===== src/rtl/fadd_operand_issue_pkg.sv =====
// Shared single-precision definitions for the add/sub front end and datapath:
// field widths, class encodings and the operand-queue entry layout.
package fadd_operand_issue_pkg;

  localparam int FP_W  = 32;
  localparam int EXP_W = 8;
  localparam int MAN_W = 23;

  localparam logic [EXP_W-1:0] EXP_ONES = '1;

  typedef enum logic [2:0] {
    CLS_ZERO = 3'd0,
    CLS_SUB  = 3'd1,
    CLS_NORM = 3'd2,
    CLS_INF  = 3'd3,
    CLS_QNAN = 3'd4,
    CLS_SNAN = 3'd5
  } fp_class_e;

  typedef struct packed {
    logic             s;
    logic [EXP_W-1:0] e;
    logic [MAN_W-1:0] m;
  } fp_fields_t;

  typedef struct packed {
    fp_fields_t x;
    fp_fields_t y;
    logic       sub;
    logic [1:0] rm;
    fp_class_e  cls_x;
    fp_class_e  cls_y;
  } issue_entry_t;

endpackage


===== src/rtl/fp_classify.sv =====
// IEEE-754 single operand classifier: zero / subnormal / normal / inf / qNaN / sNaN.
module fp_classify
  import fadd_operand_issue_pkg::*;
(
  input  logic [FP_W-1:0] i_op,
  output logic [2:0]      o_cls
);

  // Sign never affects the class.
  logic             w_sign_unused;
  logic [EXP_W-1:0] w_e;
  logic [MAN_W-1:0] w_m;

  assign {w_sign_unused, w_e, w_m} = i_op;

  always_comb begin
    o_cls = CLS_NORM;
    if (w_e == '0) begin
      o_cls = (w_m == '0) ? CLS_ZERO : CLS_SUB;
    end else if (w_e == EXP_ONES) begin
      if (w_m == '0)            o_cls = CLS_INF;
      else if (w_m[MAN_W-1])    o_cls = CLS_QNAN;
      else                      o_cls = CLS_SNAN;
    end
  end

endmodule


===== src/rtl/fadd_operand_issue.sv =====
// Operand issue queue for the FP add/sub pipeline: classifies at push, buffers
// DEPTH ops, presents the head on registered outputs, pops when the pipe advances.
module fadd_operand_issue
  import fadd_operand_issue_pkg::*;
#(
  parameter int DEPTH = 2,
  parameter int CNT_W = 16
) (
  input  logic                     clk,
  input  logic                     rst,
  input  logic                     in_valid,
  output logic                     in_ready,
  input  logic [FP_W-1:0]          in_a,
  input  logic [FP_W-1:0]          in_b,
  input  logic                     in_sub,
  input  logic [1:0]               in_rm,
  input  logic                     pipe_stall,
  output logic                     enable,
  output logic                     out_valid,
  output logic                     Sx,
  output logic                     Sy,
  output logic [EXP_W-1:0]         Ex,
  output logic [EXP_W-1:0]         Ey,
  output logic [MAN_W-1:0]         Mx,
  output logic [MAN_W-1:0]         My,
  output logic                     sub,
  output logic [1:0]               roundMode,
  output logic [2:0]               cls_x,
  output logic [2:0]               cls_y,
  output logic [$clog2(DEPTH):0]   fill,
  output logic [CNT_W-1:0]         issued_cnt
);

  localparam int PTR_W  = $clog2(DEPTH);
  localparam int FILL_W = PTR_W + 1;
  localparam logic [FILL_W-1:0] FILL_DEPTH = FILL_W'(DEPTH);

  logic [1:0][FP_W-1:0] w_ops;
  logic [1:0][2:0]      w_cls;

  assign w_ops = {in_b, in_a};

  for (genvar g = 0; g < 2; g++) begin : g_cls
    fp_classify u_cls (
      .i_op  (w_ops[g]),
      .o_cls (w_cls[g])
    );
  end

  issue_entry_t                  w_wr_entry;
  issue_entry_t                  w_head_nxt;
  issue_entry_t [DEPTH-1:0]      r_mem;
  issue_entry_t                  r_head;
  logic         [PTR_W-1:0]      r_rd, r_wr, w_rd_nxt;
  logic         [FILL_W-1:0]     r_fill, w_fill_nxt;
  logic         [CNT_W-1:0]      r_cnt;
  logic                          r_out_valid, r_in_ready;
  logic                          w_push, w_pop;

  always_comb begin
    w_wr_entry       = '0;
    w_wr_entry.x     = fp_fields_t'(in_a);
    w_wr_entry.y     = fp_fields_t'(in_b);
    w_wr_entry.sub   = in_sub;
    w_wr_entry.rm    = in_rm;
    w_wr_entry.cls_x = fp_class_e'(w_cls[0]);
    w_wr_entry.cls_y = fp_class_e'(w_cls[1]);
  end

  assign w_push     = in_valid & r_in_ready;
  assign w_pop      = r_out_valid & ~pipe_stall;
  assign w_fill_nxt = r_fill + FILL_W'(w_push) - FILL_W'(w_pop);
  assign w_rd_nxt   = r_rd + PTR_W'(w_pop);

  // The head after this edge is either the incoming op (queue drains to it),
  // the next stored entry, or unchanged when the queue goes empty.
  always_comb begin
    w_head_nxt = r_head;
    if (w_fill_nxt != '0) begin
      if (r_fill == FILL_W'(w_pop)) w_head_nxt = w_wr_entry;
      else                          w_head_nxt = r_mem[w_rd_nxt];
    end
  end

  always_ff @(posedge clk or negedge rst) begin
    if (!rst) begin
      r_mem       <= '0;
      r_head      <= '0;
      r_rd        <= '0;
      r_wr        <= '0;
      r_fill      <= '0;
      r_cnt       <= '0;
      r_out_valid <= 1'b0;
      r_in_ready  <= 1'b0;
    end else begin
      if (w_push) begin
        r_mem[r_wr] <= w_wr_entry;
        r_wr        <= r_wr + PTR_W'(1);
      end
      if (w_pop) r_cnt <= r_cnt + CNT_W'(1);
      r_rd        <= w_rd_nxt;
      r_fill      <= w_fill_nxt;
      r_head      <= w_head_nxt;
      r_out_valid <= (w_fill_nxt != '0);
      r_in_ready  <= (w_fill_nxt < FILL_DEPTH);
    end
  end

  assign enable     = ~pipe_stall;
  assign in_ready   = r_in_ready;
  assign out_valid  = r_out_valid;
  assign fill       = r_fill;
  assign issued_cnt = r_cnt;
  assign Sx         = r_head.x.s;
  assign Ex         = r_head.x.e;
  assign Mx         = r_head.x.m;
  assign Sy         = r_head.y.s;
  assign Ey         = r_head.y.e;
  assign My         = r_head.y.m;
  assign sub        = r_head.sub;
  assign roundMode  = r_head.rm;
  assign cls_x      = r_head.cls_x;
  assign cls_y      = r_head.cls_y;

endmodule


===== config.mk =====
export PLATFORM = sky130hd
export DESIGN_NAME = fadd_operand_issue
export DESIGN_NICKNAME = d
export VERILOG_FILES = /design/src/rtl/fadd_operand_issue_pkg.sv /design/src/rtl/fp_classify.sv /design/src/rtl/fadd_operand_issue.sv
export SDC_FILE = /design/constraint.sdc
export NUM_CORES = 1
export LEC_CHECK = 0
export CAP_MARGIN = 20
export CORE_ASPECT_RATIO = 0.9
export CORE_MARGIN = 2
export CORE_UTILIZATION = 35
export CTS_CLUSTER_DIAMETER = 50
export DETAILED_ROUTE_END_ITERATION = 8
export PLACE_DENSITY = 0.63
export SYNTH_ARGS = -nofsm -noshare
export SYNTH_HDL_FRONTEND = slang
export SYNTH_SLANG_ARGS = --single-unit

===== constraint.sdc =====
create_clock -name clk -period 4.4 [get_ports clk]
set_input_delay 0.66 -clock clk [delete_from_list [all_inputs] [get_ports clk]]
set_output_delay 0.66 -clock clk [all_outputs]
set_load 0.02 [all_outputs]

# Yosys cells after proc, flatten, opt, wreduce, memory -nomap -nowiden
# Cells that the tools add are included.
[classes] add_sub_neg=5 order_cmp=4 n_bitwise=3 mux=16 eq_ne=3 reduce_logical=6
[ops] op="$mux W73" n=4
[ops] op="$bwmux W146" n=1
[ops] op="$demux W73 S1" n=1
[ops] op="$logic_not A23 Y1" n=2
[ops] op="$mux W3" n=6
[ops] op="$add A16 B1 Y16 const B" n=1
[ops] op="$eq A8 B8 Y1 const B" n=2
[ops] op="$logic_not A8 Y1" n=2
[ops] op="$lt A1 B2 Y1 const B" n=2
[ops] op="$mux W1" n=4
[ops] op="$add A2 B1 Y2" n=1
[ops] op="$and A1 B1 Y1" n=2
[ops] op="$eq A2 B1 Y1" n=1
[ops] op="$lt A2 B2 Y1 const B" n=1
[ops] op="$reduce_bool A2 Y1" n=1
[ops] op="$sub A2 B1 Y2" n=1
[ops] op="$add A1 B1 Y1" n=1
[ops] op="$add A1 B1 Y1 const B" n=1
[ops] op="$ge A1 B1 Y1 const B" n=1
[ops] op="$logic_and A1 B1 Y1" n=1
[ops] op="$not A1 Y1" n=1
[totals] output_inout_bits=94 wordCells=73 reg_bits=241

# Longest topological paths before layout
[logic_depth] ltp_word=6 mapped_depth=14 depth_no_buf=11

# Modules after synthesis
# Synthesis repeated with hierarchy kept, for this count alone.
[hier_totals] hier_cells=911 hier_area_um2=11229.5
[by_module_without_submodules] mod="fadd_operand_issue" seq_area_each_um2=6030.8 cells_each=877 n_inst=1 area_each_um2=10961.8
[by_module_without_submodules] mod="fp_classify" seq_area_each_um2=0.0 cells_each=17 n_inst=2 area_each_um2=133.9

# Worst setup path before layout
# Ideal clock, no wire load.
[synth_path] path_kind="input to register" start="in pipe_stall" end="reg r_head (netlist bit cls_x[0])" arrival_ps=2330 t_required_ps=4306 setup_slack_ps=1976 stages=13 n_path_buf=3 path_cell_list="nor2b_2 buf_6 ha_1 inv_1 ha_1 xnor2_1 xor2_1 inv_2 nor2_2 buf_4 buf_6 nor2_2 a221oi_2"
[synth_between] elab_cells_between_ends=9 classes_between="add/sub: 2; eq/ne: 1; mux: 3; bitwise: 2; reduce/logical: 1"
[synth_lines] item="start, declared" line_no="fadd_operand_issue.sv:17" source="input logic pipe_stall,"
[synth_lines] item="$not A1 Y1" line_no="fadd_operand_issue.sv:71" source="assign w_pop = r_out_valid & ~pipe_stall;"
[synth_lines] item="$and A1 B1 Y1" line_no="fadd_operand_issue.sv:71"
[synth_lines] item="net w_pop" line_no="fadd_operand_issue.sv:58" source="logic w_push, w_pop;"
[synth_lines] item="$sub A2 B1 Y2" line_no="fadd_operand_issue.sv:72" source="assign w_fill_nxt = r_fill + FILL_W'(w_push) - FILL_W'(w_pop);"
[synth_lines] item="net w_fill_nxt[1]" line_no="fadd_operand_issue.sv:55" source="logic [FILL_W-1:0] r_fill, w_fill_nxt;"
[synth_lines] item="$reduce_bool A2 Y1" line_no="fadd_operand_issue.sv:79" source="if (w_fill_nxt != '0) begin"
[synth_lines] item="end signal, assigned" line_no="fadd_operand_issue.sv:103" source="r_head <= w_head_nxt;"
[synth_lines] item="end, declared" line_no="fadd_operand_issue.sv:53" source="issue_entry_t r_head;"
# The timed path passes the listed nets, and every way through them passes these cells. The select of a mux whose other input is x is not followed.
# A chain may end at the register's enable or synchronous reset.

# Final worst setup path
[layout_path] start="in pipe_stall" end="reg r_head (netlist bit cls_y[1])"
[layout_between] elab_cells_between_ends=9 classes_between="add/sub: 2; eq/ne: 1; mux: 3; bitwise: 2; reduce/logical: 1"
[layout_lines] item="$not A1 Y1" line_no="fadd_operand_issue.sv:71"
[layout_lines] item="$and A1 B1 Y1" line_no="fadd_operand_issue.sv:71"
[layout_lines] item="$sub A2 B1 Y2" line_no="fadd_operand_issue.sv:72"
[layout_lines] item="net w_fill_nxt[1]" line_no="fadd_operand_issue.sv:55"
[layout_lines] item="$reduce_bool A2 Y1" line_no="fadd_operand_issue.sv:79"
# The timed path passes the listed nets, and every way through them passes these cells. The select of a mux whose other input is x is not followed.

==> flow_summary.toml <==
[timing]
maxSlewViolCount = 0
period_needed_ps = 3040
worst_slew_pin_slew_ps = 974
rsz0062_at_grt = "false"
slew_headroom_pct = 35.1
finalSetupTns_ps = 0
hold_viol_final = 0
fmax_mhz = 329
min_period_over_period_pct = 69.0
finalSetupViolCount = 0
fin_skew_ps = 12.3

[power_and_ir_drop]
p_comb_share_pct = 47.8
power.internal_w = 0.00754
ir_worst_vdd_v = 0.000376
power_density_nw_per_um2 = 892
finalPower_w = 0.0123
seqPwrFrac_pct = 32.0
p_sw_w = 0.00473
pwr-share-clk_pct = 20.2
p_sw_share_pct = 38.5
leakage_nw = 5.59

[layout]
layout_common_cells = "dfrtp_1 (241), clkdlybuf4s50_1 (163), mux2_2 (135)"
fin_util_pct = 46.0
instances_no_fill = 1494
syn_to_final_growth_pct = 29.1
drive_above_1_share_pct = 19.8
layout.nets = 1143
layout_commonest_cell = "dfrtp_1"

[synthesis]
synth_fp_nets = 993
synth-edff-count = 0
yosys_warnings = 0
synth_top_area_share_pct = 56.7
syn_area_um2 = 10600
ys_seq_area_share_pct = 56.7
synthTopCellsByArea = "dfrtp_1 (57%), mux2_2 (14%), a211oi_1 (4.9%)"
synth_seq_cells = 241
synth.largest_area_cell = "dfrtp_1"
async_reset_ff_share_pct = 100
syn_avg_cell_area_um2 = 11.6
syn_inst = 919
synth.distinct_cells = 40
synth-main-ff-cell = "dfrtp_1"

[floorplanning]
die_area_um2 = 31800
die_h_um = 169
die_w_um = 188
row_count = 60
initial_utilization_pct = 35.6
core-area_um2 = 29900
io_pins = 165

[job]
maxCapViolations = 0

[drt]
drt-vias-per-instance = 5.09
first_pass_iters = 4
drt-wirelength-per-cell_um = 17.9
vias = 7597
drc = 0
drtAntennaViolNets = 0
drt_iter0_drc = 362
wl_mm = 26.7

[worst_setup_path]
critPathKind = "primary input to flip-flop"
cp.arrival_ps = 3440
rr_worst_depth = 13
r2r_end = "cls_y[1]"
required_ps = 4800
worstSetupStartpointType = "primary input"
end_kind = "flip-flop"
r2r-start = "out_valid"
cp-startpoint = "pipe_stall"
critPathMaxFanout = 63
endpoint = "cls_y[1]"
rrSetupSlack_ps = 1500

[place]
place_inst = 1439
gp_congestion = 0.736
dp_hpwl_mm = 16.9
io_buffers = 164

[cts]
clk_latency_ps = 550
cts-buffers-inserted = 31
postCtsHoldBufs = 0
cts.sinks = 241
tritoncts = "built"
cts_setup_buffers = 0
root_buffer = "clkbuf_16"
clk_transition_reported_paths_ps = 60
cts_resized = 0
cts_buffer_depth = 3
cts_max_level = 1

[global_route]
grt_pass1_vias = 7444
grt_start_max_net_pins = 123
overflow = 0
antenna_found_initial = 1
grt_pass1_wl_mm = 42.3
grt_usage_pct = 16.7

[outcome]
status = "finished, final reports clean"

[hold_path]
hold_class = "primary input to asynchronous set/reset pin"
[worst max-delay path, stage by stage]
cell	delay, ps
clkdlybuf4s50_1	490
nor2b_2	40
buf_4	180
ha_1	290
inv_1	40
ha_1	180
xnor2_1	160
xor2_1	240
inv_2	80
nor2_4	350
inv_2	210
buf_12	260
nand2_1	110
o221ai_1	120
[registers in the layout (all words and copies together), names as in the netlist]
signal,count
cls_y,3
Mx,23
out_valid,1
cls_x,3
roundMode,2
Ey,8
r_rd,1
in_ready,1
sub,1
Ex,8
r_wr,1
issued_cnt,16
Sy,1
fill,2
Sx,1
r_mem,146
My,23
[cell usage after synthesis, types with 7 or more instances]
cell type and number:
dfrtp_1 241, nor2b_1 61, nor2_1 11, buf_2 36, a211oi_1 69, nand2_1 96, mux2_2 135, o21ai_1 67
nor4_1 10, o21ai_0 81, and2b_1 9, clkbuf_1 22, nand4_1 7, xnor2_1 12
[layout make-up]
type                            instances  area [um^2]
Timing Repair Buffer                  182         1870
Multi-Input combinational cell        608         4300
Tap cell                              403          504
Inverter                                5         18.8
Antenna cell                            1         2.50
Sequential cell                       241         6030
Fill cell                            2783        16100
Clock buffer                           42          877
Clock inverter                         12          136
[worst min path at each step]
stage,start,slack [ps],depth (start not counted),endpoint
after global placement,issued_cnt[15],450,1,issued_cnt[15]
after CTS,rst,260,1,r_mem[138]
final,rst,210,1,Ex[1]
after global routing,rst,260,1,Ex[1]
after floorplan,rst,360,0,Ex[0]
after detailed placement,issued_cnt[15],470,1,issued_cnt[15]
[through the flow]
stage / setup slack [ps] / instance area, um^2 / hold slack (ps)
2_1_floorplan: 1980 / 10600 / 364
3_3_place_gp: 828 / 12700 / 454
3_5_place_dp: 788 / 12700 / 468
4_1_cts: 1350 / 13700 / 256
5_1_grt: 1170 / 13700 / 263
6_report: 1360 / 13700 / 211
[power by group through the flow]
stage	registers (W)	logic, W	clock network (W)
2_1_floorplan	0.00427	0.00357	0
3_3_place_gp	0.00392	0.00584	0
3_5_place_dp	0.00395	0.00596	0
4_1_cts	0.00392	0.00597	0.00254
5_1_grt	0.00404	0.00647	0.00264
6_report	0.00392	0.00586	0.00248
[metal layers]
layer	track usage [%]	vias up	share of wire (%)
li1	-	3593	-
met1	22.6	3799	46
met2	27.4	157	47
met3	3.18	46	4.6
met4	4.76	2	2.2
met5	0	-	0.045
[logic make-up (layout without fill, tap and decap cells)]
kind of cell,count (synthesis),count (layout),share of synthesized area (%)
XOR/XNOR,19,19,1.74
AO/OA/AOI/OAI,229,229,12.9
adder cells (fa/ha/maj),3,3,0.353
flip-flops,241,241,56.7
other,0,1,0
AND/OR/NAND/NOR,218,218,10.4
multiplexers,139,139,14.7
buffers and inverters,70,241,3.19
Note: power is estimated with default switching activity, not from simulation.
==> RTL edit 1 (same flow settings) <==
Put one more register stage on the output `issued_cnt`. The value now appears one clock later. The other outputs are not delayed to match.
--- a/src/rtl/fadd_operand_issue.sv
+++ b/src/rtl/fadd_operand_issue.sv
@@ -110,7 +110,9 @@
   assign in_ready   = r_in_ready;
   assign out_valid  = r_out_valid;
   assign fill       = r_fill;
-  assign issued_cnt = r_cnt;
+  always_ff @(posedge clk) begin
+    issued_cnt <= r_cnt;
+  end
   assign Sx         = r_head.x.s;
   assign Ex         = r_head.x.e;
   assign Mx         = r_head.x.m;
Formal check against the unedited RTL: not equivalent (a bounded check fails within 4 cycles, from zero or initial values and one cycle with rst low).
==> RTL edit 1 against the unedited design <==
Area after synthesis is 3.2% higher; sequential cell count is 16 higher; design area is 2.1% higher; hold slack worse by 0.043 ns; sequential share of layout area is 1.4 points higher; via count is 1.1% higher; fmax is 2.0% higher; die area is 3.1% higher; core utilization is 0.58 points lower; critical path depth stayed put; setup slack better by 0.059 ns; combinational power is 1% lower; wire length is 1.4% higher; total power is 1.3% higher; critical endpoint is now My[14]$_DFFE_PN0P_; largest power group unchanged.
==> RTL edit 1: results (changes against the unedited design) <==
** Finish
- The fraction of final layout cells sized beyond drive strength 1 came to 0.196 (-0.00214).
- Number of fill cells :: 2869 (+3.1%)
- Comb_multi_in :: 610 (+0.33%)
- Buffering overhead :: 0.130 (-0.00642)
- The number of non-clock buffers in the layout was 177 (-2.7%).
- Fin nets :: 1156 (+1.1%)
- The area occupied by multi-input gates was 4320 um^2 (+0.38%).
- Layout clock area frac :: 0.0724 (-0.00137)
- The clock buffer instance count of the final layout was 40 (-4.8%).

** Place
- Routability Congestion :: 0.760 (+3.3%)
- The detailed placement HPWL is 16700 um (-0.71%).

** Global routing
- The met3 capacity usage during global routing came to 0.0290 (-0.00282).
- The first-pass GRT wire length came to 42900 um (+1.3%).
- Overall routing resource usage :: 0.166 (-0.00110)
- The number of antenna violations at the first check in global routing came to 0 (-1).
- The global-route track usage on met1 was 0.233 (+0.00713).

** Drt
- The violation count after the first detailed-route iteration was 344 (-5.0%).
- Wire length per cell after detailed routing :: 17.9 um (about the same)

** Run status
- The run finished with clean final reports.

** Synthesis
- The synthesized-area fraction occupied by adder cells came to 0.00342 (-0.000109).
- Proportion of synthesized flip-flops having asynchronous set or reset :: 0.938 (-0.0623)
- Fraction of synthesized cell area in xor and xnor cells :: 0.0169 (-0.000536)
- Fraction of the mapped netlist area in compound gates :: 0.125 (-0.00398)
- Number of nets in the synthesized netlist :: 1010 (+1.7%)
- Sequential fraction of the synthesis area :: 0.579 (+0.0117)
- Portion of netlist area occupied by mux cells :: 0.142 (-0.00451)

** STA
- Clock Skews :: 0.0171 ns (+0.00474 ns)
- The achievable clock frequency came to 336 MHz (+2.0%).
- The max-slew headroom at the worst pin was 0.341 (-0.00957).

** Critical path
- Capturing instance or port of the critical path :: My[14]$_DFFE_PN0P_
- The slack of the worst reg-to-reg path came to 1.55 ns (+0.05 ns).
- Highest fanout seen on the critical path :: 39 (-38%)

** Pwr
- The highest ir drop seen on vdd was 0.000533 V (+42%).
- Leakage dissipation :: 0.00574 uW (+2.7%)
==> RTL edit 1: cell types whose count changed after synthesis, moves of 3 or more <==
cell / change
sky130_fd_sc_hd__and2b_1: +15
sky130_fd_sc_hd__dfxtp_1: +16
sky130_fd_sc_hd__nand3_1: +3
sky130_fd_sc_hd__nor2b_1: -15
sky130_fd_sc_hd__buf_2: -5
==> RTL edit 1: report_power, final <==
group | switching (uW) | internal, uW | leakage (uW)
Sequential | 603 | 3530 | 0.00304
Combinational | 3160 | 2640 | 0.00219
Clock | 1020 | 1460 | 0.000504
==> RTL edit 1: metrics by stage <==
stage	cell area (um^2)	util	instances
after detailed placement	13000	0.421	1458
after global placement	13000	0.421	1458
after CTS	14000	0.454	1516
after floorplan	11000	-	936
after global routing	14000	0.454	1516
final	14000	0.454	1516
==> RTL edit 1: metal layers <==
metal  part of all wire  vias to the layer above
li1                   -                     3642
met1               0.48                     3828
met2               0.45                      166
met3              0.046                       46
met4              0.023                        0
met5                  0                        -
==> RTL edit 2 (config.mk and constraints unchanged) <==
Without the edit above. Change the parameter `CNT_W` from 16 to 18.
--- a/src/rtl/fadd_operand_issue.sv
+++ b/src/rtl/fadd_operand_issue.sv
@@ -4,7 +4,7 @@
   import fadd_operand_issue_pkg::*;
 #(
   parameter int DEPTH = 2,
-  parameter int CNT_W = 16
+  parameter int CNT_W = 18
 ) (
   input  logic                     clk,
   input  logic                     rst,
Interface: changed (resized issued_cnt); port bits go from 165 to 167. The function was not compared with the original's and may differ.
==> RTL edit 2 against the unedited design <==
Wire length is 1.3% higher; global-route usage is 0.31 points higher; critical path type unchanged; critical path depth is 1 lower; total power is 0.35% higher; highest routed layer is now met4; design area is 1.0% higher; hold slack worse by 0.083 ns; sequential cell count is 2 higher; area after synthesis is 0.96% higher; setup slack better by 0.10 ns.
==> RTL edit 2: results (changes against the unedited design) <==
** Run status
- Run status :: completed

** Critical path
- Highest fanout seen on the critical path :: 73 (+16%)
- Cell type of the slowest stage on the worst timing path :: sky130_fd_sc_hd__clkdlybuf4s50_1
- Kind of cell adding the most delay to the critical path :: buffers and inverters
- Depth of the worst register-to-register path :: 12 (-1)
- The critical path data arrival time was 3.39 ns (-0.05 ns).
- The delay of the slowest cell on the worst path came to 0.51 ns (+0.02 ns).

** Finish
- More flip-flops sit in one register than any other, and that register is r_mem.
- The non-filler instance count after layout came to 1506 (+0.80%).
- The number of nets in the layout was 1152 (+0.79%).
- The number of flip-flops under the largest register name came to 146 (unchanged).
- Fraction of final layout cells with drive strength greater than 1 :: 0.198 (about the same)

** Pwr
- Leakage dissipation :: 0.00563 uW (+0.83%)
- The highest ir drop seen on vdd came to 0.000750 V (+99%).

** Synthesis
- Most common library cells after synthesis :: 243 x sky130_fd_sc_hd__dfrtp_1, 135 x sky130_fd_sc_hd__mux2_2, 100 x sky130_fd_sc_hd__o21ai_0
- The synthesized net count is 1000 (+0.70%).
- Proportion of synthesized flip-flops having asynchronous set or reset :: 1.00 (unchanged)
- For this run, the leading register cell type out of synthesis is sky130_fd_sc_hd__dfrtp_1.
- Synth area leaders :: sky130_fd_sc_hd__dfrtp_1 57%, sky130_fd_sc_hd__mux2_2 14%, sky130_fd_sc_hd__a211oi_1 4.8%
- Sequential fraction of the synthesis area :: 0.566 (-0.000754)
- Library cells used by synthesis :: 39 (-2.5%)
- The number of warnings issued by yosys is 0 (unchanged).
- The cell count after synthesis came to 926 (+0.76%).

** Clocking
- The clock latency on the worst-skew pair came to 0.55 ns (about the same).
- Post_cts resized :: 0 (unchanged)
- Maximum buffer depth of the clock tree :: 3 (unchanged)
- The clock buffer count from CTS was 31 (unchanged).
- H-tree level count :: 1 (unchanged)
- CTS clock-pin slew for the worst setup and hold paths :: approximately 0.050 ns
- The tree is rooted in a sky130_fd_sc_hd__clkbuf_16.
- The post-CTS setup buffer count came to 0 (unchanged).

** STA
- TNS Setup :: 0 ns (unchanged)
- The max-slew headroom at the worst pin was 0.365 (+0.0143).
- Clock Skews :: 0.0150 ns (+0.00272 ns)

** Global routing
- The first-pass GRT wire length came to 43500 um (+2.8%).
- Initial antenna violation count :: 1 (unchanged)
- The maximum number of pins on one net before global-route repair was 94 (-24%).
- The number of global-route vias before repair was 7697 (+3.4%).
- Overall routing resource usage :: 0.170 (+0.00313)

** Place
- Port Buf Inserts :: 166 (+1.2%)
- HPWL after DPL :: 17000 um (+0.78%)
- The placer's final routability congestion estimate came to 0.733 (-0.39%).
- Worst slack at placement :: 0.897 ns (+0.109 ns)
- DP Area :: 12800 um^2 (+0.81%)
- The number of placed instances with taps included is 1448 (+0.63%).

** Drt
- The violation count after the first detailed-route iteration came to 248 (-31%).
- The total via count after detailed routing came to 7593 (-0.053%).
- The total detailed-routing wirelength came to 27100 um (+1.3%).
- Number of iterations in the first detailed-routing pass :: 6 (+2)

** Worst hold path
- Min-Delay Path Class :: input port to async pin
## RTL edit 2: cells by family after synthesis
kind of cell	Yosys count	synth area share
buf+inv	69	0.0327
mux	139	0.145
fa+ha+maj	3	0.00349
xor+xnor	21	0.0189
compound gates	229	0.128
simple gates	222	0.105
flops	243	0.566
## RTL edit 2: report_power, final
part	total, uW	switching (uW)	internal (uW)
Clock	2550	996	1560
Combinational	5810	3170	2640
Sequential	3950	573	3370
## RTL edit 2: worst paths after layout
path	start	endpoint	slack (ns)
max in group asynchronous	rst	Ex[0]$_DFFE_PN0P_	3.25
setup / recovery	pipe_stall	cls_y[0]$_DFFE_PN0P_	1.46
setup reg to reg	out_valid$_DFF_PN0_	cls_y[0]$_DFFE_PN0P_	1.60
hold / removal	rst	issued_cnt[17]$_DFFE_PN0P_	0.13
min in group clk	My[22]$_DFFE_PN0P_	My[22]$_DFFE_PN0P_	0.48
hold reg to reg	My[22]$_DFFE_PN0P_	My[22]$_DFFE_PN0P_	0.48
## RTL edit 2: stage by stage
stage	hold WS, ns	power, uW	utilization
detailed placement	0.465	9880	0.427
finish	0.128	12300	0.462
global placement	0.457	9710	0.427
global route	0.169	13200	0.462
CTS	0.150	12500	0.462
floorplan	0.364	7840	-
## RTL edit 2: cell type report
class	count	area [um^2]
clock buffers	40	860
clock inverters	16	186
multi-input cells	614	4340
flip-flops and latches	243	6080
inverters	5	18.8
diodes	2	5.00
repair buffers	183	1880
fillers	2793	16200
well taps	403	504
## RTL edit 2: per-layer routing
metal,part of all wire,routed length [um],global-route usage
met1,0.48,13000,0.239
met2,0.45,12300,0.272
met3,0.042,1140,0.0307
met4,0.024,643,0.0431
met5,0,0,0
